$ cat config.mk
export PLATFORM = sky130hd
export DESIGN_NAME = pipe_adder
export DESIGN_NICKNAME = d
export VERILOG_FILES = /design/src/rtl/pipe_adder_pkg.sv /design/src/rtl/pipe_adder_stage.sv /design/src/rtl/pipe_adder.sv
export SDC_FILE = /design/constraint.sdc
export NUM_CORES = 1
export LEC_CHECK = 0
export BUFFER_PORTS_ARGS = -buffer_cell sky130_fd_sc_hd__buf_4
export CAP_MARGIN = 20
export CORE_ASPECT_RATIO = 1.4
export CORE_MARGIN = 8
export CORE_UTILIZATION = 26
export CTS_BUF_LIST = sky130_fd_sc_hd__clkbuf_16
export DETAILED_ROUTE_END_ITERATION = 7
export REMOVE_ABC_BUFFERS = 1
export SYNTH_ARGS = -nofsm -noshare
export SYNTH_HDL_FRONTEND = slang
export SYNTH_HIERARCHICAL = 1
export SYNTH_SLANG_ARGS = --single-unit
$ cat constraint.sdc
create_clock -name clk -period 8.4 [get_ports clk]
set_clock_uncertainty 0.2 [all_clocks]
set_input_delay 1.68 -clock clk [delete_from_list [all_inputs] [get_ports clk]]
set_output_delay 1.68 -clock clk [all_outputs]
set_load 0.1 [all_outputs]
$ cat src/rtl/pipe_adder_pkg.sv
// Shared types and configuration checks for the pipelined adder/subtractor.
// The payload struct is everything one operation carries between register stages.
package pipe_adder_pkg;

  // Widest datapath the payload struct can carry; narrower instances zero-extend.
  localparam int unsigned PAYLOAD_WIDTH = 64;

  typedef struct packed {
    logic                     carry;     // carry into the next chunk
    logic                     zero_acc;  // AND of the zero bits of chunks produced so far
    logic                     sub;       // operation tag, kept for the whole flight
    logic [PAYLOAD_WIDTH-1:0] sum;       // result chunks computed so far
    logic [PAYLOAD_WIDTH-1:0] a;         // operand a
    logic [PAYLOAD_WIDTH-1:0] b;         // operand b, already inverted for subtract
  } payload_t;

  function automatic bit cfg_ok(input int unsigned width, input int unsigned stages);
    return (stages >= 1) && (stages <= width) && ((width % stages) == 0)
        && (width <= PAYLOAD_WIDTH);
  endfunction

endpackage

$ cat src/rtl/pipe_adder_stage.sv
// One pipeline stage: adds operand chunk IDX plus the incoming carry, folds the
// chunk's zero bit into the accumulator and registers the payload under ready/valid.
module adder_stage
  import pipe_adder_pkg::*;
#(
  parameter int unsigned WIDTH  = 64,
  parameter int unsigned STAGES = 4,
  parameter int unsigned IDX    = 0
) (
  input  logic     clk,
  input  logic     rst_n,
  input  logic     in_valid,
  output logic     in_ready,
  input  payload_t in_payload,
  output logic     out_valid,
  input  logic     out_ready,
  output payload_t out_payload
);

  localparam int unsigned CHUNK = WIDTH / STAGES;
  localparam int unsigned LSB   = IDX * CHUNK;

  logic [CHUNK-1:0] a_chunk;
  logic [CHUNK-1:0] b_chunk;
  logic [CHUNK-1:0] sum_chunk;
  logic             carry_next;
  payload_t         next_payload;

  assign a_chunk = in_payload.a[LSB +: CHUNK];
  assign b_chunk = in_payload.b[LSB +: CHUNK];

  // The only carry chain between registers: CHUNK bits wide.
  assign {carry_next, sum_chunk} = {1'b0, a_chunk} + {1'b0, b_chunk}
                                 + {{CHUNK{1'b0}}, in_payload.carry};

  always_comb begin
    // NOTE: start from a full default so every field is assigned on every path and no latch is inferred.
    next_payload                    = in_payload;
    next_payload.carry              = carry_next;
    next_payload.zero_acc           = in_payload.zero_acc & (sum_chunk == '0);
    next_payload.sum[LSB +: CHUNK]  = sum_chunk;
  end

  // A stage may take new data when it is empty or its contents move on this cycle.
  assign in_ready = !out_valid || out_ready;

  always_ff @(posedge clk or negedge rst_n) begin
    if (!rst_n) begin
      out_valid   <= 1'b0;
      // NOTE: the payload is reset as well so the flag outputs read 0, not X, right after reset.
      out_payload <= '0;
    end else if (in_ready) begin
      // NOTE: non-blocking assignments so every stage samples the pre-edge value of its neighbour.
      out_valid <= in_valid;
      if (in_valid) begin
        out_payload <= next_payload;
      end
    end
  end

endmodule

$ cat src/rtl/pipe_adder.sv
// Pipelined two's-complement adder/subtractor with ready/valid on both sides.
// Top level: operand preparation, the stage chain, and the result flags.
module pipe_adder
  import pipe_adder_pkg::*;
#(
  parameter int unsigned WIDTH  = 64,
  parameter int unsigned STAGES = 4
) (
  input  logic             clk,
  input  logic             rst_n,
  input  logic             in_valid,
  output logic             in_ready,
  input  logic [WIDTH-1:0] a,
  input  logic [WIDTH-1:0] b,
  input  logic             sub,
  output logic             out_valid,
  input  logic             out_ready,
  output logic [WIDTH-1:0] sum,
  output logic             carry_out,
  output logic             overflow,
  output logic             zero
);

  if (!cfg_ok(WIDTH, STAGES)) begin : g_bad_cfg
    $error("pipe_adder: WIDTH must be a multiple of STAGES and fit the payload");
  end

  payload_t head_payload;
  payload_t last;

  // Subtract is a + ~b + 1: invert b here and seed the carry chain with 1.
  always_comb begin
    head_payload          = '0;
    head_payload.carry    = sub;
    head_payload.zero_acc = 1'b1;
    head_payload.sub      = sub;
    head_payload.a        = PAYLOAD_WIDTH'(a);
    head_payload.b        = PAYLOAD_WIDTH'(sub ? ~b : b);
  end

  for (genvar k = 0; k < STAGES; k++) begin : g_stage
    payload_t up_payload;
    payload_t q;
    logic     up_valid;
    logic     up_ready;
    logic     valid;
    logic     down_ready;

    if (k == 0) begin : g_head
      assign up_payload = head_payload;
      assign up_valid   = in_valid;
    end else begin : g_link
      assign up_payload = g_stage[k-1].q;
      assign up_valid   = g_stage[k-1].valid;
    end

    if (k == STAGES - 1) begin : g_tail
      assign down_ready = out_ready;
    end else begin : g_next
      assign down_ready = g_stage[k+1].up_ready;
    end

    adder_stage #(
      .WIDTH  (WIDTH),
      .STAGES (STAGES),
      .IDX    (k)
    ) u_stage (
      .clk         (clk),
      .rst_n       (rst_n),
      .in_valid    (up_valid),
      .in_ready    (up_ready),
      .in_payload  (up_payload),
      .out_valid   (valid),
      .out_ready   (down_ready),
      .out_payload (q)
    );
  end

  assign in_ready  = g_stage[0].up_ready;
  assign last      = g_stage[STAGES-1].q;
  assign out_valid = g_stage[STAGES-1].valid;

  // Flags come straight from the final register, so no input reaches an output combinationally.
  assign sum       = last.sum[WIDTH-1:0];
  assign carry_out = last.carry;
  assign zero      = last.zero_acc;
  assign overflow  = (last.a[WIDTH-1] == last.b[WIDTH-1]) && (last.sum[WIDTH-1] != last.a[WIDTH-1]);

  // Operand tails and the sub tag are carried but not needed once the last chunk is done.
  logic unused_payload_bits;
  assign unused_payload_bits = ^{last.sub, last.a, last.b, last.sum};

  property p_stall_hold;
    @(posedge clk) disable iff (!rst_n)
      out_valid && !out_ready |=> out_valid && $stable(sum) && $stable(carry_out)
                                  && $stable(overflow) && $stable(zero);
  endproperty
  a_stall_hold: assert property (p_stall_hold);

endmodule
## Yosys cells after proc, flatten, opt, wreduce, memory -nomap -nowiden

Cells that the tools add are included.

| word-level totals | value |
|---|---|
| output and inout port bits | 69 |
| input bits | 133 |
| register bits | 684 |

| cells by class | value |
|---|---|
| equal/unequal tests | 2 |
| bitwise operators | 4 |
| reductions and logical operators | 17 |
| multiplexer cells | 1 |
| $add $sub $neg | 8 |

Operators by type and width:

| operator | count |
|---|---|
| adder 16 x 16 -> 17 bit | 4 |
| adder 17 x 1 -> 17 bit | 4 |
| logical NOT 16 bit | 4 |
| 2-to-1 mux 64 bit | 1 |
| inverter 64 bit | 1 |
| AND reduction 2 bit | 4 |
| logical NOT 1 bit | 4 |
| logical OR 1 bit | 4 |
| bitwise AND 1 bit | 3 |
| == test 1 bit | 1 |
| logical AND 1 bit | 1 |
| inequality test 1 bit | 1 |

## Logic depth before layout (Yosys ltp)

| depth | value |
|---|---|
| depth after elaboration | 6 |
| mapped depth | 13 |
| mapped depth without buffers | 10 |

## By module

The synthesis kept the hierarchy.

By module, submodules not included:

| module | area an instance (µm²) | sequential area each (µm²) | cells an instance | times used |
|---|---|---|---|---|
| adder_stage (g_stage[0].u_stage ...) | 8045.2 | 4904.7 | 538 | 2 |
| adder_stage (g_stage[3].u_stage) | 8169.1 | 4904.7 | 927 | 1 |
| adder_stage (g_stage[2].u_stage) | 8067.7 | 4904.7 | 541 | 1 |
| pipe_adder | 685.7 | 0.0 | 76 | 1 |

## Worst setup path before layout

OpenSTA, ideal clock, no wires.

| path | value |
|---|---|
| kind | input to output |
| start point | in out_ready |
| end point | out in_ready |
| required time | 6.520 ns |
| arrival | 3.432 ns |
| cell stages on the path | 7 |
| slack | 3.088 ns |
| cells stage by stage | nand2b_1 > nand2b_1 > clkbuf_1 > nand2b_1 > clkbuf_1 > nand2b_1 > clkbuf_1 |

| on the way | value |
|---|---|
| cells in the longest elaborated chain, start to end | 4 |

RTL lines:

| what | line | text |
|---|---|---|
| start: declaration | pipe_adder.sv:17 | `input logic out_ready,` |
| logical OR 1 bit (2 in a row) | pipe_adder_stage.sv:45 | `assign in_ready = !out_valid \|\| out_ready;` |
| net g_stage[1].down_ready | pipe_adder.sv:47 | `logic down_ready;` |
| logical OR 1 bit | pipe_adder_stage.sv:45 |  |
| net g_stage[0].down_ready | pipe_adder.sv:47 |  |
| logical OR 1 bit | pipe_adder_stage.sv:45 |  |
| end: declaration | pipe_adder.sv:12 | `output logic in_ready,` |

The timed path passes the listed nets, and every way through them passes these cells.

## Worst setup path after layout

| path | value |
|---|---|
| start point | in out_ready |
| end point | out in_ready |

| on the way | value |
|---|---|
| cells in the longest elaborated chain, start to end | 4 |

RTL lines:

| what | line |
|---|---|
| logical OR 1 bit | pipe_adder_stage.sv:45 |
| net g_stage[2].down_ready | pipe_adder.sv:47 |
| logical OR 1 bit | pipe_adder_stage.sv:45 |
| net g_stage[1].down_ready | pipe_adder.sv:47 |
| logical OR 1 bit | pipe_adder_stage.sv:45 |
| net g_stage[0].down_ready | pipe_adder.sv:47 |
| logical OR 1 bit | pipe_adder_stage.sv:45 |

The timed path passes the listed nets, and every way through them passes these cells.

==> metrics list <==
- I/O pins: 202
- During synthesis, Yosys emitted a total of 6 warnings.
- Placement Rows: 113
* Least-Margin Pin Slew: 0.953 ns
- The floorplan step set the die width to 236 um.
- Global-route wire length before repair: 70800 um
- The final layout contains routed wiring with a total length of 43400 um.
- Overflow left after global routing: 0
- TritonCTS created 40 clock buffers.
* All-layer global routing usage: 11.2%
* N_diodes: 0
- Ordered list of cells on the worst path: buf_4 -> nand2b_1 -> nand2b_1 -> nand2b_1 -> nand2b_1 -> buf_4
* # setup viols final: 0
* Result of the run: finished clean
- After detailed routing, the average wire length per cell comes to 17.1 um.
- STA classifies the critical path startpoint as an input pin.
- The congestion estimate from routability-driven global placement came to 0.810.
- Clock sink count: 366
* Core area: 67600 um2
- Post-cts gate resize count: 0
- Detailed routing inserted a total of 11600 vias.
- The initial antenna violation count is 0.
- The post-route netlist has 33.2% of its cells at a drive strength greater than 1.
- Clock Tree Buf Depth: 3
- The wire-length estimate of the detail-placed layout is 31900 um.
- The cell count after synthesis came out at 1486.
* Power density of the placed cells: 393 nW/um2
- The number of slew-limit violations in the final report came to 0.
- Data on the critical path arrives at its endpoint at 3.42 ns.
- The count of nets left with antenna violations once routing finished came out at 0.
- Entering global routing, the biggest net connects 158 pins.
- In the finished design, the share of the clock period the worst path needs comes to 63.1%.
- Unrepaired setup endpoints after global routing: false
* TritonRoute pass-1 iters: 4
- Net switching is 43.4% of the power.
- The count of final hold-check violations came to 0.
- Per report_power, the combinational group accounts for 46.3% of the total.
- In this run, post-CTS hold repair placed 0 buffers.
- Minimum period implied by the final worst setup slack: 5.30 ns
* CP dominant cell by count: nand2b_1
* Static leakage: 9.55 nW
* Clk slew on worst S/H paths: 0.06 ns
* DRC marker count from the first detailed-route iteration: 567
* Final routed DRC violation total: 0
- DIE AREA: 76700 um2
- Clock tree from TritonCTS: yes
- Summed over all failing endpoints, the final setup total negative slack is 0 ns.
- The placed instances occupy a cell area of 20000 um2.
- Vias in the first global route: 12700
- The worst setup path is captured at a primary output.
- Post-Synthesis Cell Area: 17700 um2
- Static timing analysis puts the maximum clock frequency at 189 MHz.
- In this run the number of H-tree levels came out at 2.
- Final design area excluding fillers: 21200 um2
- Worst-path maximum fanout: 7
- In this run the tool buffered the top-level ports with 201 buffer cells.
* CTS Root Cell: clkbuf_16
* Slowest CP cell: nand2b_1
- The clock reaches the later pin of the worst-skew pair after 0.55 ns.
- Across the run, the number of max-cap violations was 0.
- For the worst setup path, the data required time is 6.52 ns.
- Crit Path Class: in -> out
- Worst slew margin relative to its limit: 36.5%
- Worst IR drop on VDD: 0.172 mV
* Post-Place Setup Slack: 2.95 ns
- Leading cell types in the layout, fill and taps excluded: 366 x dfrtp_1, 255 x mux2_2, 216 x nand2_1
- Average cell area after synthesis: 11.9 um2
- The path class of the tightest hold or removal check is reg -> reg.
* Growth of design area from synthesis to finish: 20.2%
* Number of nets in the layout: 1857
* Min setup slack post-route: 3.10 ns
* Leading cell type in the layout, fill and taps excluded: dfrtp_1
- Via count normalized by instance count: 4.57
- Die span in y: 325 um
- Initial standard-cell utilization of the core: 26.2%
- Sequential fraction of design power: 33.0%
- Clock share of power: 20.7%
* Internal power summed over all cells: 4.72 mW
- Net switching power: 3.62 mW
- On the worst path, the slowest cell contributes a delay of 0.42 ns.
* Setup repair bufs after CTS: 0
power groups by stage:
stage	combinational, mW	sequential (mW)	clock, mW
floorplan	1.90	3.75	0
global placement	3.81	2.78	0
detailed placement	3.88	2.80	0
CTS	3.90	2.77	1.81
global route	4.18	2.84	1.87
finish	3.86	2.75	1.73
sequential cells by signal (all words and copies together), names as in the netlist:
signal	flops
g_stage.u_stage/out_payload	362
g_stage.u_stage/out_valid	4
layout make-up:
cell class | count | area (um2)
Clock buffer | 40 | 1000
Clock inverter | 28 | 277
Fill cell | 6857 | 46300
Inverter | 18 | 67.6
Multi-Input combinational cell | 1021 | 8060
Sequential cell | 366 | 9160
Tap cell | 862 | 1080
Timing Repair Buffer | 209 | 1600
metrics by stage:
| stage | cells | util, % | hold WS, ns | power, mW |
|---|---|---|---|---|
| after floorplan | 1405 | - | 0.233 | 5.65 |
| after global placement | 2476 | 29.5 | 0.252 | 6.59 |
| after detailed placement | 2476 | 29.5 | 0.246 | 6.68 |
| after CTS | 2544 | 31.4 | 0.254 | 8.48 |
| after global routing | 2544 | 31.4 | 0.293 | 8.90 |
| final | 2544 | 31.4 | 0.259 | 8.34 |
layer usage:
| layer | vias to the layer above | wire, um | track usage [%] |
|---|---|---|---|
| li1 | 5584 | - | - |
| met1 | 5751 | 17900 | 13.1 |
| met2 | 220 | 22000 | 19.9 |
| met3 | 68 | 2080 | 2.58 |
| met4 | 0 | 1460 | 4.20 |
| met5 | - | 0 | 0 |
critical path, delay by kind of cell:
family        cells  cell delay, ns
simple gates      4            1.30
buf+inv           2            0.43
path summary, 6_finish.rpt:
path | start | endpoint | slack, ns | depth (start not counted)
worst min register to register | g_stage[2].u_stage/out_payload[130] | g_stage[3].u_stage/out_payload[130] | 0.26 | 2
worst max register to register | g_stage[3].u_stage/out_valid | g_stage[0].u_stage/out_payload[38] | 4.58 | 7
max in group asynchronous | rst_n | g_stage[1].u_stage/out_payload[149] | 5.81 | 2
worst min-delay path | g_stage[2].u_stage/out_payload[130] | g_stage[3].u_stage/out_payload[130] | 0.26 | 2
worst max-delay path | out_ready | in_ready | 3.10 | 6
min in group asynchronous | rst_n | g_stage[0].u_stage/out_payload[123] | 0.88 | 1
No activity file was read; power rests on OpenSTA's default activity.
